===== config.mk =====
export PLATFORM = sky130hd
export DESIGN_NAME = jt08_adpcm_step
export DESIGN_NICKNAME = d
export VERILOG_FILES = /design/src/rtl/jt08_adpcm_step.sv
export SDC_FILE = /design/constraint.sdc
export NUM_CORES = 1
export LEC_CHECK = 0
export BUFFER_PORTS_ARGS = -buffer_cell sky130_fd_sc_hd__buf_4
export CORE_MARGIN = 3
export CORE_UTILIZATION = 55
export CTS_BUF_LIST = sky130_fd_sc_hd__clkbuf_4 sky130_fd_sc_hd__clkbuf_8 sky130_fd_sc_hd__clkbuf_16
export CTS_CLUSTER_DIAMETER = 120
export CTS_CLUSTER_SIZE = 28
export DETAILED_ROUTE_END_ITERATION = 8
export PLACE_DENSITY = 0.84
export SETUP_SLACK_MARGIN = 0.5
export SYNTH_ARGS = -nofsm -noshare
export SYNTH_HDL_FRONTEND = slang
export SYNTH_SLANG_ARGS = --single-unit

===== constraint.sdc =====
create_clock -name clk -period 3.2 [get_ports clk]
set_input_delay 0.96 -clock clk [delete_from_list [all_inputs] [get_ports clk]]
set_output_delay 0.96 -clock clk [all_outputs]
set_load 0.02 [all_outputs]

===== src/rtl/jt08_adpcm_step.sv =====
// ADPCM-B nibble decoder step controller; sequences two serial-multiplier ops per code (increment, then step update).
// Define JT08_ADPCM_STEP_SAT_EN to saturate the sample instead of wrapping it modulo 2^16.
module jt08_adpcm_step #(
  parameter int DW = 16
) (
  input  logic          clk,
  input  logic          rst_n,
  input  logic          cen,
  input  logic          restart,
  input  logic          din_valid,
  input  logic [3:0]    din,
  output logic          din_ready,
  output logic [DW-1:0] dout,
  output logic          dout_valid,
  output logic          busy,
  output logic          mul_start,
  output logic [DW-1:0] mul_a,
  output logic [DW-1:0] mul_b,
  input  logic [DW-1:0] mul_d,
  input  logic          mul_working
);

  typedef enum logic [2:0] {IDLE, SX, GX, WX, SD, GD, WD, DONE} state_t;

  state_t      state;
  logic        sign;
  logic [2:0]  mag;
  logic [15:0] x;
  logic [15:0] x_next;
  logic [15:0] delta;
  logic [15:0] x_upd;
  logic [15:0] delta_clamped;
  logic [17:0] dn;
  logic [7:0]  k;

  assign din_ready = (state == IDLE) & ~restart;
  assign busy      = (state != IDLE);
  assign mul_a     = delta;

  always_comb begin
    k = 8'd57;
    case (mag)
      3'd4:    k = 8'd77;
      3'd5:    k = 8'd102;
      3'd6:    k = 8'd128;
      3'd7:    k = 8'd153;
      default: k = 8'd57;
    endcase
  end

  assign dn = {mul_d, 2'b00};

  always_comb begin
    delta_clamped = dn[15:0];
    if (dn < 18'd127)
      delta_clamped = 16'd127;
    else if (dn > 18'd24576)
      delta_clamped = 16'd24576;
  end

`ifdef JT08_ADPCM_STEP_SAT_EN
  logic signed [17:0] x_wide;

  always_comb begin
    x_wide = sign ? $signed({{2{x[15]}}, x}) - $signed({1'b0, mul_d, 1'b0})
                  : $signed({{2{x[15]}}, x}) + $signed({1'b0, mul_d, 1'b0});
    x_upd = x_wide[15:0];
    if (x_wide > 18'sd32767)
      x_upd = 16'h7fff;
    else if (x_wide < -18'sd32768)
      x_upd = 16'h8000;
  end
`else
  // Bits above 15 of the increment cannot affect a result kept modulo 2^16.
  always_comb begin
    x_upd = sign ? x - {mul_d[14:0], 1'b0} : x + {mul_d[14:0], 1'b0};
  end
`endif

  always_ff @(posedge clk or negedge rst_n) begin
    if (!rst_n) begin
      state      <= IDLE;
      sign       <= 1'b0;
      mag        <= 3'd0;
      x          <= 16'd0;
      x_next     <= 16'd0;
      delta      <= 16'd127;
      dout       <= 16'd0;
      dout_valid <= 1'b0;
      mul_start  <= 1'b0;
      mul_b      <= 16'd0;
    end else if (restart) begin
      state      <= IDLE;
      x          <= 16'd0;
      delta      <= 16'd127;
      dout       <= 16'd0;
      dout_valid <= 1'b0;
      mul_start  <= 1'b0;
    end else begin
      dout_valid <= 1'b0;
      if (cen) begin
        case (state)
          IDLE: if (din_valid) begin
            sign      <= din[3];
            mag       <= din[2:0];
            mul_b     <= {din[2:0], 1'b1, 12'd0};
            mul_start <= 1'b1;
            state     <= SX;
          end
          SX: begin
            mul_start <= 1'b0;
            state     <= GX;
          end
          GX: state <= WX;
          WX: if (!mul_working) begin
            x_next    <= x_upd;
            mul_b     <= {k, 8'd0};
            mul_start <= 1'b1;
            state     <= SD;
          end
          SD: begin
            mul_start <= 1'b0;
            state     <= GD;
          end
          GD: state <= WD;
          WD: if (!mul_working) begin
            delta <= delta_clamped;
            state <= DONE;
          end
          DONE: begin
            x          <= x_next;
            dout       <= x_next;
            dout_valid <= 1'b1;
            state      <= IDLE;
          end
          default: state <= IDLE;
        endcase
      end
    end
  end

endmodule

After elaboration in Yosys (flattened, before gate mapping)
Cells that the tools add are included.
W data, S select, Z words.

storage, ports and cells
  output and inout port bits = 52
  register bits = 73
  input bits = 26
  logic and storage cells = 76

cells by class
  equality and inequality tests = 17
  bitwise gates (word level) = 3
  add/sub/neg operators = 2
  reductions and logical operators = 15
  mux-type cells = 28
  order comparisons = 2

operator list
  cell                    count
  $mux W16                12
  $pmux W16 S2            1
  $pmux W8 S4             1
  $eq A3 B3 Y1 const B    8
  $pmux W3 S8             1
  $gt A18 B15 Y1 const B  1
  $lt A18 B7 Y1 const B   1
  $add A16 B16 Y16        1
  $reduce_and A4 Y1       4
  $sub A16 B16 Y16        1
  $mux W3                 5
  $ne A3 B3 Y1 const B    3
  $reduce_bool A2 Y1      4
  $mux W1                 7
  $eq A3 B2 Y1 const B    2
  $ne A2 B2 Y1 const B    3
  $reduce_and A5 Y1       1
  $reduce_bool A4 Y1      1
  $eq A3 B1 Y1 const B    1
  $logic_not A3 Y1        1
  $pmux W1 S3             1
  $reduce_and A3 Y1       1
  $reduce_bool A3 Y1      1
  $not A1 Y1              2
  3 further kinds         3

Logic depth before layout (Yosys ltp)
  depth after elaboration = 7
  gate-level depth with buffers = 14

Worst setup path before layout
Ideal clock, no wire load.

  path type = input to register
  start point = input mul_d[3]
  end point = register x_next[15]
  required time = 3,070 ps
  library setup time = 130 ps
  cell stages on the path = 11
  buffers on the path = 0
  setup slack = -74 ps
  data arrival time = 3,145 ps
  path through = nor2_1 nor4b_1 a21oi_1 xnor2_1 ha_1 nand3_1 o31ai_1 a21oi_1 o21ai_0 xnor2_1 o21ai_1

between the ends
  cells in the longest elaborated chain, start to end = 2

RTL lines
  item                                                  line  RTL
  from (decl)                                           19    input logic [DW-1:0] mul_d,
  $add A16 B16 Y16 or $sub A16 B16 Y16 (tied branches)  76    x_upd = sign ? x - {mul_d[14:0], 1'b0} : x + {mul_d[14:0], 1'b0};
  $mux W16 *                                            76
  to (signal assigned)                                  116   x_next <= x_upd;
  to (decl)                                             29    logic [15:0] x_next;

Every way passes the cells marked *; elsewhere a longest branch is shown, timed or not.
A chain may end at the register's enable or synchronous reset.

Final worst setup path
  start point = input mul_d[0]
  end point = register x_next[9]

Same word-level chain as after synthesis.

==> flow_summary.yaml <==
power:
  power.static_leakage_uw: 0.00238
  highest_ir_drop_seen_on_vdd_mv: 0.342
  power-per-cell-area_nw_per_um2: 491
flow_run:
  max_cap_violations: 0
placed_design:
  dp_hpwl_um: 6450
  globalplace.congestion: 0.887
  dp_worst_setup_slack_ns: -0.130
  dp_cells: 518
  port_buffers: 69
timing:
  clock_skew_ns: 0.0105
  max_clock_freq_mhz: 320
  worst_slew_pin_slew_ns: 0.998
  sum_of_negative_setup_slack_ns: 0
  finalHoldViolations: 0
  timing.final.crit_share_pct: 97.5
  grt_setup_unrepaired: "yes"
  slew_headroom_pct: 33.4
  worst_slack_ns: 0.0794
  finalSetupViolCount: 0
  final.min_clock_period_ns: 3.12
  final_max_slew_viol_count: 0
final_layout:
  flow.area_growth_from_synthesis_pct: 36.0
  post_layout_nonfiller_instances: 548
  multi_input_area_um2: 2080
  layout_cell_share_with_drive_strength_beyond_1_pct: 40.4
  design.final.nets: 514
  antenna_cells_inserted: 0
  fillCellCount: 367
  regArea_um2: 1580
detailed_routing:
  wire_per_inst_um: 18.5
  avgViaCountPerCell: 5.94
  vias_after_detailed_routing: 3253
  remaining_drc_errors: 0
  routed_wl_um: 10200
  drt-pass1-iter-count: 4
  violation_count_after_the_first_detailed_routing_iteration: 146
  antenna_violating_nets_post_route: 0
worst_setup_path:
  critical_path.reg2reg.endpoint: "x_next[9]"
  reg2reg_depth: 10
  timing.reg2reg.setup_slack_ns: 0.25
  reg2reg_from: "sign"
  timing.critical_path.arrival_ns: 3.31
  cpLargestDelayFamily: "simple AND/OR/NAND/NOR gates"
  worstSetupStartpointType: "input pin"
  slowest_stage: "sky130_fd_sc_hd__ha_2"
  cp-end-kind: "register"
  timing.setup.critical_path_class: "input pin to register"
  critical_path_required_ns: 3.39
  critical_path.cell_chain: "buf_6 -> buf_12 -> nor4b_4 -> nor2_1 -> xnor2_1 -> ha_2 -> nor2b_2 -> o41ai_4 -> buf_4 -> xor2_1 -> o21ai_1"
  cp_num_buf_inv: 3
  crit_path_max_fanout: 7
  crit_path_max_incr_delay_ns: 0.38
logic_synthesis:
  dominant_combinational_cell_family_by_area_after_synthesis: "compound AO/OA/AOI/OAI gates"
  synth.mux.area_fraction_pct: 3.34
  netlist_top_cells_area: "sky130_fd_sc_hd__dfrtp_1, sky130_fd_sc_hd__ha_1, sky130_fd_sc_hd__a22o_1"
  synth_largest_area_cell: "sky130_fd_sc_hd__dfrtp_1"
  synth_area_per_cell_um2: 9.91
  synth_xor_xnor_area_share_pct: 6.58
  synth_ff_type: "sky130_fd_sc_hd__dfrtp_1"
  ys_warn_count: 0
  yosys.area_share.simple_pct: 12.8
  post_synth_fa_ha_maj_area_fraction_pct: 7.17
  synth_commonest_cells: "sky130_fd_sc_hd__dfrtp_1, sky130_fd_sc_hd__a21oi_1, sky130_fd_sc_hd__nand2_1, sky130_fd_sc_hd__nor2_1, sky130_fd_sc_hd__a22o_1"
  netlist_area_um2: 3600
  synth.ff_latch_count: 63
  number_of_synthesized_flops_with_an_enable_pin: 0
  yosysTopAreaCellShare_pct: 39.7
  ys_async_sr_fraction_pct: 100
  synthMostInstantiatedCell: "sky130_fd_sc_hd__dfrtp_1"
  syn_inst: 363
  yosysUniqueCellTypes: 50
  synth.yosys.seq_area_share_pct: 44.1
  compound_gate_portion_of_the_synthesized_area_pct: 20.8
clock_tree:
  clk_pin_slew_worst_paths_ns: 0.08
  worstSkewPairLatency_ns: 0.35
  tritoncts_num_sinks: 63
  cts-htree-levels: 3
  cts_tree: "yes"
  cts_buffers: 9
  number_of_buffers_between_clock_root_and_the_deepest_sink: 2
  clk_root_buffer_cell: "sky130_fd_sc_hd__clkbuf_8"
min_path:
  worstHoldPathCells: 2
  hp-class: "register to register"
  hold_path.startpoint: "mul_b[13]"
  worst_hold_path.endpoint: "mul_b[13]"
floorplanning:
  core_region_area_um2: 6130
  dieWidth_um: 86.9
  dieArea_um2: 7540
  die_height_um: 86.9
  fp-row-count: 28
  io_pins: 78
  effective_utilization_at_floorplan_pct: 58.7
outcome:
  run_status: "completed"
global_route:
  grt_pass1_vias: 3146
  grt_antenna_before_repair: 0
  grt_first_pass_wirelength_um: 15400
  grt_start_max_net_pins: 64
  total_global_route_track_usage_pct: 26.2
  gr-total-overflow: 0
[cell usage in the layout (no fill, tap or decap), types with 5 or more instances in the layout]
cell type                  count
sky130_fd_sc_hd__ha_1         12
sky130_fd_sc_hd__inv_1        12
sky130_fd_sc_hd__a21o_1        8
sky130_fd_sc_hd__a22o_1       23
sky130_fd_sc_hd__o21ai_1       9
sky130_fd_sc_hd__dfstp_2       6
sky130_fd_sc_hd__a221o_1       5
sky130_fd_sc_hd__o21ai_0       8
sky130_fd_sc_hd__nor2_1       27
sky130_fd_sc_hd__nor3_1        6
sky130_fd_sc_hd__mux2_2        7
sky130_fd_sc_hd__a21oi_1      16
sky130_fd_sc_hd__a21oi_2      13
sky130_fd_sc_hd__a31oi_1       5
sky130_fd_sc_hd__xnor2_1      17
sky130_fd_sc_hd__clkbuf_8      9
sky130_fd_sc_hd__buf_6         5
sky130_fd_sc_hd__buf_4       105
sky130_fd_sc_hd__ha_2          6
sky130_fd_sc_hd__dfrtp_1      57
sky130_fd_sc_hd__xor2_1        9
sky130_fd_sc_hd__nand2b_1      6
sky130_fd_sc_hd__conb_1        8
sky130_fd_sc_hd__nand2_1      28
[routing by layer]
layer	track usage, %	up-vias	wire [um]
met5	0	-	0
met4	10.3	0	318
met3	4.82	29	683
met2	43.8	139	5030
met1	33.5	1593	4130
li1	-	1492	-
[per-stage QoR]
| step | cell area [um^2] | utilization (%) | total power [uW] | hold slack, ns |
|---|---|---|---|---|
| 6_report | 4890 | 79.8 | 2400 | 0.488 |
| 3_3_place_gp | 4400 | 71.7 | 1550 | 0.462 |
| 3_5_place_dp | 4400 | 71.7 | 1570 | 0.471 |
| 4_1_cts | 4690 | 76.6 | 2300 | 0.488 |
| 2_1_floorplan | 3700 | - | 1340 | 0.449 |
| 5_1_grt | 4890 | 79.8 | 2510 | 0.520 |
[worst max-delay path by stage]
stage                 end     start  slack [ns]  cells past startpoint
2_1_floorplan  x_next[15]  mul_d[8]        0.13                     10
3_3_place_gp   x_next[14]  mul_d[8]       -0.06                     12
3_5_place_dp   x_next[14]  mul_d[8]       -0.13                     13
4_1_cts        x_next[15]  mul_d[8]        0.25                     11
5_1_grt        x_next[13]  mul_d[2]      -0.005                     11
6_report        x_next[9]  mul_d[0]        0.08                     11
[worst min-delay path: stages, from the launching register on]
cell	delay [ns]
sky130_fd_sc_hd__dfrtp_1	0.35
sky130_fd_sc_hd__nand2_1	0.05
sky130_fd_sc_hd__o21ai_0	0.06
[layout make-up]
cell class,count,share of cell area (%)
clock buffers,9,2.53
multi-input cells,269,42.6
repair buffers,112,18.1
flip-flops and latches,63,32.4
well taps,75,1.92
inverters,13,0.998
clock inverters,7,1.51
[report_power, final]
group	switching (uW)	internal (uW)	total, uW
registers	61.7	858	919
clock network	342	360	703
logic	403	377	780
total	807	1600	2400
[registers in the layout, indices dropped and copies added (netlist names)]
name and flops:
mul_start 1, sign 1, x 16, mag 3, x_next 16, state 3
mul_b 7, mul_a 15, dout_valid 1
[kinds of logic (layout without fill, tap and decap cells)]
| family | count (synthesis) | in the layout |
|---|---|---|
| compound gates | 111 | 111 |
| simple gates | 92 | 92 |
| flops | 63 | 63 |
| buf+inv | 38 | 141 |
| xor+xnor | 27 | 27 |
| fa+ha+maj | 20 | 20 |
| mux | 11 | 11 |
| other cells | 1 | 8 |
[what timing repair did]
item / in CTS / in global routing
resized for setup: 17 / 35
buffers inserted: 6 / 8
pin swaps: 13 / 34
endpoints found under the setup margin: 9 / 10
hold buffers: 0 / 0
Power figures use the tool's default switching activity.
